### config.mk
export PLATFORM = sky130hd
export DESIGN_NAME = iob_fifo2stream
export DESIGN_NICKNAME = d
export VERILOG_FILES = /design/src/rtl/iob_fifo2stream_pkg.sv /design/src/rtl/iob_fifo2stream_buf.sv /design/src/rtl/iob_fifo2stream.sv
export SDC_FILE = /design/constraint.sdc
export NUM_CORES = 1
export LEC_CHECK = 0
export ABC_CLOCK_PERIOD_IN_PS = 4700
export CAP_MARGIN = 10
export CORE_ASPECT_RATIO = 0.5
export CORE_MARGIN = 1.5
export CORE_UTILIZATION = 40
export CTS_CLUSTER_DIAMETER = 120
export CTS_CLUSTER_SIZE = 30
export DETAILED_ROUTE_END_ITERATION = 8
export PLACE_DENSITY = 0.73
export SETUP_SLACK_MARGIN = 0.4
export SLEW_MARGIN = 30
export SYNTH_ARGS = -nofsm -noshare
export SYNTH_HDL_FRONTEND = slang
export SYNTH_SLANG_ARGS = --single-unit
### constraint.sdc
create_clock -name clk_i -period 4.7 [get_ports clk_i]
set_input_delay 0.47 -clock clk_i [delete_from_list [all_inputs] [get_ports clk_i]]
set_output_delay 0.47 -clock clk_i [all_outputs]
set_load 0.1 [all_outputs]
### src/rtl/iob_fifo2stream_pkg.sv
// Shared helpers for the FIFO-to-stream read-side consumer.
// Latency: none, combinational helpers only.
// Backpressure: not applicable.
package iob_fifo2stream_pkg;

    // Words buffered plus the word still returning from the FIFO (0..2).
    function automatic logic [1:0] occ_of(input logic [1:0] count, input logic inflight);
        return count + {1'b0, inflight};
    endfunction

endpackage

### src/rtl/iob_fifo2stream_buf.sv
// Two-entry register FIFO that absorbs the one-cycle FIFO read latency.
// Latency: a write is visible at rd_data on the next cycle; rd_data is the head, combinational.
// Backpressure: none internally; the caller never writes when full without reading in the same cycle.
module iob_fifo2stream_buf #(
    parameter int DATA_W = 32
) (
    input  logic              clk,
    input  logic              arst_n,
    input  logic              cke,
    input  logic              rst,
    input  logic              wr_en,
    input  logic [DATA_W-1:0] wr_data,
    input  logic              rd_en,
    output logic [DATA_W-1:0] rd_data,
    output logic [1:0]        count
);

    localparam int DEPTH = 2;

    logic [DATA_W-1:0] mem_q [DEPTH];
    logic              wr_ptr_q;
    logic              rd_ptr_q;
    logic [1:0]        count_q;

    // Storage, pointers and fill count; a clear empties the buffer and zeroes the head word.
    always_ff @(posedge clk or negedge arst_n) begin
        if (!arst_n) begin
            for (int i = 0; i < DEPTH; i++) mem_q[i] <= '0;
            wr_ptr_q <= 1'b0;
            rd_ptr_q <= 1'b0;
            count_q  <= 2'd0;
        end else if (cke) begin
            if (rst) begin
                for (int i = 0; i < DEPTH; i++) mem_q[i] <= '0;
                wr_ptr_q <= 1'b0;
                rd_ptr_q <= 1'b0;
                count_q  <= 2'd0;
            end else begin
                if (wr_en) begin
                    mem_q[wr_ptr_q] <= wr_data;
                    wr_ptr_q        <= ~wr_ptr_q;
                end
                if (rd_en) begin
                    rd_ptr_q <= ~rd_ptr_q;
                end
                count_q <= count_q + {1'b0, wr_en} - {1'b0, rd_en};
            end
        end
    end

    assign rd_data = mem_q[rd_ptr_q];
    assign count   = count_q;

    // The issue rule upstream must never overfill or underflow the buffer.
    a_no_overflow: assert property (@(posedge clk) disable iff (!arst_n)
        (cke && !rst) |-> !(wr_en && !rd_en && count_q == 2'd2));
    a_no_underflow: assert property (@(posedge clk) disable iff (!arst_n)
        (cke && !rst) |-> !(rd_en && count_q == 2'd0));

endmodule

### src/rtl/iob_fifo2stream.sv
// Drives the FIFO read port and presents words as a valid/ready stream with optional frame-end marking.
// Latency: first word valid two cycles after the read strobe; sustains one word per cycle.
// Backpressure: reads stop as soon as buffered plus in-flight words reach two and the sink is not popping.
module iob_fifo2stream
    import iob_fifo2stream_pkg::*;
#(
    parameter int DATA_W = 32,
    parameter int LEN_W  = 16
) (
    input  logic              clk_i,
    input  logic              arst_n_i,
    input  logic              cke_i,
    input  logic              rst_i,
    input  logic              en_i,
    input  logic [LEN_W-1:0]  len_i,
    output logic              fifo_r_en_o,
    input  logic [DATA_W-1:0] fifo_r_data_i,
    input  logic              fifo_empty_i,
    output logic              valid_o,
    input  logic              ready_i,
    output logic [DATA_W-1:0] data_o,
    output logic              last_o,
    output logic [1:0]        level_o
);

    logic             inflight_q;
    logic [LEN_W-1:0] word_cnt_q;
    logic [LEN_W-1:0] len_q;
    logic [LEN_W-1:0] len_eff;
    logic [1:0]       count;
    logic [1:0]       occ;
    logic             pop;
    logic             issue;

    iob_fifo2stream_buf #(
        .DATA_W (DATA_W)
    ) u_buf (
        .clk     (clk_i),
        .arst_n  (arst_n_i),
        .cke     (cke_i),
        .rst     (rst_i),
        .wr_en   (inflight_q),
        .wr_data (fifo_r_data_i),
        .rd_en   (pop),
        .rd_data (data_o),
        .count   (count)
    );

    assign valid_o = (count != 2'd0);
    // A clear wins over a pop in the same cycle.
    assign pop     = valid_o & ready_i & cke_i & ~rst_i;
    assign occ     = occ_of(count, inflight_q);

    // ready_i reaches the read strobe combinationally so a full buffer can refill while it drains.
    assign issue = arst_n_i & cke_i & ~rst_i & en_i & ~fifo_empty_i &
                   ((occ < 2'd2) | ((occ == 2'd2) & pop));

    assign fifo_r_en_o = issue;
    assign level_o     = occ;

    // The frame length is sampled on its first word; later len_i changes wait for the next frame.
    assign len_eff = (word_cnt_q == '0) ? len_i : len_q;
    assign last_o  = valid_o & (len_eff != '0) & (word_cnt_q == len_eff - 1'b1);

    // Track the read whose data arrives on the next cycle; a clear drops it.
    always_ff @(posedge clk_i or negedge arst_n_i) begin
        if (!arst_n_i) begin
            inflight_q <= 1'b0;
        end else if (cke_i) begin
            inflight_q <= rst_i ? 1'b0 : issue;
        end
    end

    // Frame word counter and latched frame length, advanced on each accepted word.
    always_ff @(posedge clk_i or negedge arst_n_i) begin
        if (!arst_n_i) begin
            word_cnt_q <= '0;
            len_q      <= '0;
        end else if (cke_i) begin
            if (rst_i) begin
                word_cnt_q <= '0;
                len_q      <= '0;
            end else if (pop) begin
                if (word_cnt_q == '0) len_q <= len_i;
                word_cnt_q <= last_o ? '0 : word_cnt_q + 1'b1;
            end
        end
    end

endmodule

Word level (Yosys, flattened, before mapping) --
Cells that the tools add are included.
Word-level totals: flip-flop bits (word level) 101, output and inout bits 37, logic and storage cells 64
Operators by class: add/subtract/negate cells 4, magnitude comparators 4, eq/ne operators 2, multiplexer cells 20, bitwise operators 18, reductions and logical operators 8
Operators by type and width (count):
- $mux 32 | 4
- $mux 64 | 2
- $mux 16 | 6
- $bwmux 64 | 1
- $demux 32 s1 | 1
- $add 16x1->16 const B | 1
- $eq 16x16->1 | 1
- $logic_not 16->1 | 1
- $reduce_bool 16->1 | 1
- $sub 16x1->16 const B | 1
- $and 1x1->1 | 11
- $reduce_bool 2->1 | 3
- $mux 1 | 5
- $ge 2x2->1 const B | 2
- $not 1->1 | 4
- $not 1->2 | 2
- $reduce_and 2->1 | 2
- $add 2x1->2 | 1
- $eq 2x2->1 const B | 1
- $lt 2x1->1 const B | 1
- $lt 2x2->1 const B | 1
- $mux 2 | 1
- $sub 2x1->2 | 1
- $logic_and 1x1->1 | 1
- $or 1x1->1 | 1

Logic depth before layout (Yosys ltp) --
word-level depth 8, depth in mapped cells 20

Cells and area by module --
Synthesis repeated with hierarchy kept, for this count alone.
Second synthesis, totals: cell total of the unflattened synthesis 753, area, all modules 7008.0 µm²
Modules (own cells, without submodules):
- iob_fifo2stream_buf | times used 1, cells each 414, area each 4131.5 µm²
- iob_fifo2stream | times used 1, cells each 339, area each 2876.5 µm²

Least setup slack after synthesis --
OpenSTA, ideal clock, no wires.
path kind reg2out, start point register word_cnt_q[0], end point output port last_o, arrival time 6015 ps, required time 4230 ps, path slack -1785 ps, stages on the path, launching flop included 17, path buffers 3, cells stage by stage dfrtp_1 > inv_1 > ha_1 > nor4b_2 > and4_4 > buf_12 > buf_8 > mux2i_1 > ha_1 > clkbuf_1 > nand2_1 > nor4_1 > o21ai_0 > mux2i_1 > mux2i_1 > or2_2 > nor4_1
On the way: longest elaborated chain between the ends 5
RTL lines:
- start, declared | line iob_fifo2stream.sv:27 | logic [LEN_W-1:0] word_cnt_q;
- start signal, assigned | line iob_fifo2stream.sv:85 | word_cnt_q <= last_o ? '0 : word_cnt_q + 1'b1;
- $logic_not 16->1 | line iob_fifo2stream.sv:62 | assign len_eff = (word_cnt_q == '0) ? len_i : len_q;
- $mux 16
- $sub 16x1->16 / $reduce_bool 16->1 (equally long branches) | line iob_fifo2stream.sv:63 | assign last_o = valid_o & (len_eff != '0) & (word_cnt_q == len_eff - 1'b1);
- $eq 16x16->1 / $and 1x1->1 (equally long branches) | line iob_fifo2stream.sv:63
- $and 1x1->1 (*) | line iob_fifo2stream.sv:63
- end, declared | line iob_fifo2stream.sv:22 | output logic last_o,
Mark *: on every way between the ends. The rest lies on a longest branch, timed or not.

Worst setup path in the final report --
start point register word_cnt_q[15], end point output port last_o
The elaborated chain is that of the path after synthesis.

==> results.py <==
metrics = {
    "detailed_routing": {
        "ant_nets": 0,
        "wl_per_cell_um": 18.56,
        "drtIter0Drc": 290,
        "drtPass1Iterations": 5,
        "drc": 0,
        "wirelength_um": 15130,
        "vias": 4738,
        "viasPerCell": 5.813,
    },
    "sta": {
        "final_max_slew_viol_count": 0,
        "final-setup-viol-count": 0,
        "hold_viol_final": 0,
        "rsz0062_at_grt": "false",
        "fin_worst_skew_ps": 6.643,
        "tightest_slew_ps": 1009,
        "fin_crit_sh_pct": 90.59,
        "setup_ws_ps": 442.4,
        "period_minus_slack_ps": 4258,
        "fin_tns_setup_ps": 0,
        "fmax_ghz": 0.2349,
        "max_slew_margin_pct": 32.53,
    },
    "die": {
        "chipHeight_um": 87.17,
        "placementRows": 30,
        "io_pins": 92,
        "core-area_mm2": 0.01370,
        "die-area_mm2": 0.01493,
        "start_util_pct": 41.36,
        "die_w_um": 171.3,
    },
    "power": {
        "leakagePower_nw": 3.239,
        "powerDensity_mw_per_mm2": 340.9,
        "switching_share_pct": 33.04,
        "power.share.clock_pct": 32.9,
        "combPwrFrac_pct": 29.9,
        "seq_power_share_pct": 37.2,
        "p_switching_w": 0.0008323,
        "internal-power_w": 0.001687,
        "vdd_drop_max_mv": 0.1689,
    },
    "global_route": {
        "grt_overflow": 0,
        "grt_use_total_pct": 20.50,
        "first_global_vias": 4748,
        "grt_max_degree": 64,
        "antenna_found_initial": 0,
        "grt_pass1_wl_um": 24070,
    },
    "cts": {
        "clk_pin_slew_ps": 80,
        "cts.sinks": 101,
        "cts_buffers": 9,
        "htree_levels": 3,
        "cts_tree": "yes",
        "root_buffer": "clkbuf_16",
        "clk_latency_ps": 350,
        "ctsLongestPathBuffers": 2,
        "ctsHoldBuffers": 0,
    },
    "logic_synthesis": {
        "synth_edf_count": 0,
        "syn_area_mm2": 0.005667,
        "syn_avg_cell_area_um2": 10.83,
        "synth_top_cell_area_share_pct": 44.60,
        "ys.flop_type": "dfrtp_1",
        "syn-num-nets": 584,
        "ys_async_sr_fraction_pct": 100.0,
        "synth_cell_types": 64,
        "synth-seq-cells": 101,
        "seq_area_frac_synth_pct": 44.60,
        "yosysTopAreaCell": "dfrtp_1",
        "syn_inst": 523,
        "yosys_warnings": 0,
        "synthTopCellsByArea": "dfrtp_1, a22o_1, mux2_2",
    },
    "hold_path": {
        "min_path_type": "in2async",
    },
    "setup_path": {
        "critical-path-max-stage-delay_ps": 460,
        "start_kind": "flop",
        "worstPathCellList": "nor4_4 -> and4_4 -> mux2i_4 -> ha_4 -> nor3b_2 -> nand4_1 -> xnor2_1 -> nor4b_4 -> a311oi_2 -> or2_4 -> nor4_4 -> buf_12",
        "cp.required_ps": 4230,
        "cp.arrival_ps": 3790,
        "end_kind": "output port",
        "criticalPathCategory": "reg2out",
        "cp_slowest_cell": "dfrtp_1",
        "crit_top_cell": "nor4_4",
        "path_max_fanout": 4,
    },
    "cells_and_area": {
        "area_growth_pct": 30.43,
        "n_fill_cell": 1161,
        "final_common_cell": "dfrtp_1",
        "final_nets": 679,
        "n_antenna_cell": 0,
        "final_cell_mix": "dfrtp_1, clkdlybuf4s50_1, a22o_1, nand2_1, mux2_2",
        "stdcell_count": 815,
        "drive_gt1_share_pct": 20.87,
    },
    "placement": {
        "dp_hpwl_um": 9611,
        "dp.cells": 776,
        "port_buffers": 91,
        "place_ws_ps": 250.4,
        "place.gp.congestion": 0.9043,
    },
    "job": {
        "max-cap-violations": 0,
    },
    "status": {
        "outcome": "finished clean",
    },
}
==> synth_stat cells, types with 4 or more instances <==
library cell,instances
clkbuf_1,24
nand3_1,13
or2_2,4
nor2_1,13
dfrtp_1,101
o21ai_0,16
nor4_1,4
a22o_1,77
mux2i_1,19
buf_2,4
nor4b_1,6
inv_1,15
mux2_2,35
xor2_1,12
nand2_1,37
nand2b_1,4
o22ai_1,6
nand4_1,15
and3_1,5
a21oi_1,7
ha_1,6
xnor2_1,17
a31oi_1,7
nor3_1,8
==> final cells by class <==
type	count	area (um^2)	share of cell area [%]
flip-flops and latches	101	2529	34.21
clock buffers	9	225.2	3.047
multi-input cells	369	3083	41.71
clock inverters	7	105.1	1.422
inverters	16	60.06	0.8126
well taps	192	240.2	3.250
repair buffers	121	1149	15.54
==> cell families after synthesis <==
group	synth area share, %
flip-flops	44.60
AND/OR/NAND/NOR	14.73
XOR/XNOR	4.482
buffers and inverters	4.901
multiplexers	10.31
AO/OA/AOI/OAI	19.65
adder cells (fa/ha/maj)	1.325
==> final timing paths <==
kind                       slack [ps]  depth (start not counted)              end           start
max                               440                         12           last_o  word_cnt_q[15]
min                                80                          1  u_buf.mem_q[60]        arst_n_i
max reg2reg                       740                         14   word_cnt_q[13]  word_cnt_q[15]
min reg2reg                       500                          1   u_buf.mem_q[8]  u_buf.mem_q[8]
max in group asynchronous        3350                          2    word_cnt_q[4]        arst_n_i
min in group clk_i                500                          1   u_buf.mem_q[8]  u_buf.mem_q[8]
==> through the flow <==
step           util, %  cell area, um^2  hold WS, ps  power, W
2_1_floorplan        -             5688        174.4  0.001427
3_3_place_gp     49.08             6724        467.1  0.001607
3_5_place_dp     49.08             6724        479.4  0.001610
4_1_cts          52.42             7182        99.99  0.002478
5_1_grt          53.95             7391        114.2  0.002630
6_report         53.95             7391        82.98  0.002519
==> repair_timing <==
| item | in CTS | in global routing |
|---|---|---|
| setup buffers | 9 | 12 |
| endpoints found under the setup margin | 1 | 1 |
| resized for setup | 8 | 20 |
| pin swaps | 4 | 10 |
| gates cloned | 1 | 0 |
==> state kept, by name (all words and copies together) (netlist names) <==
signal	count
inflight_q	1
u_buf.rd_ptr_q	1
word_cnt_q	16
u_buf.count	2
u_buf.mem_q	64
u_buf.wr_ptr_q	1
len_q	16
==> power groups by stage <==
stage | Sequential (W) | Combinational [W] | Clock (W)
3_3_place_gp | 0.000951 | 0.000656 | 0
6_report | 0.000937 | 0.000753 | 0.000830
5_1_grt | 0.000940 | 0.000801 | 0.000889
4_1_cts | 0.000934 | 0.000697 | 0.000847
3_5_place_dp | 0.000952 | 0.000658 | 0
2_1_floorplan | 0.000942 | 0.000485 | 0
==> per-layer routing <==
metal | up-vias | routed length [um] | GRT usage (%)
met5 | - | 0 | 0
met4 | 0 | 335 | 7.735
met3 | 34 | 703 | 3.589
met2 | 149 | 7271 | 34.00
met1 | 2390 | 6817 | 27.08
li1 | 2165 | - | -
==> worst max-delay path, delay by kind of cell (launching register included) <==
family	cells	cell delay [ps]
and+or+nand+nor	7	1920
DFF	1	460
muxes	1	300
xor gates and xnor gates	1	270
buffers and inverters	1	220
adders and majority gates	1	190
AOI/OAI and AO/OA	1	80
Power figures use the tool's default switching activity.
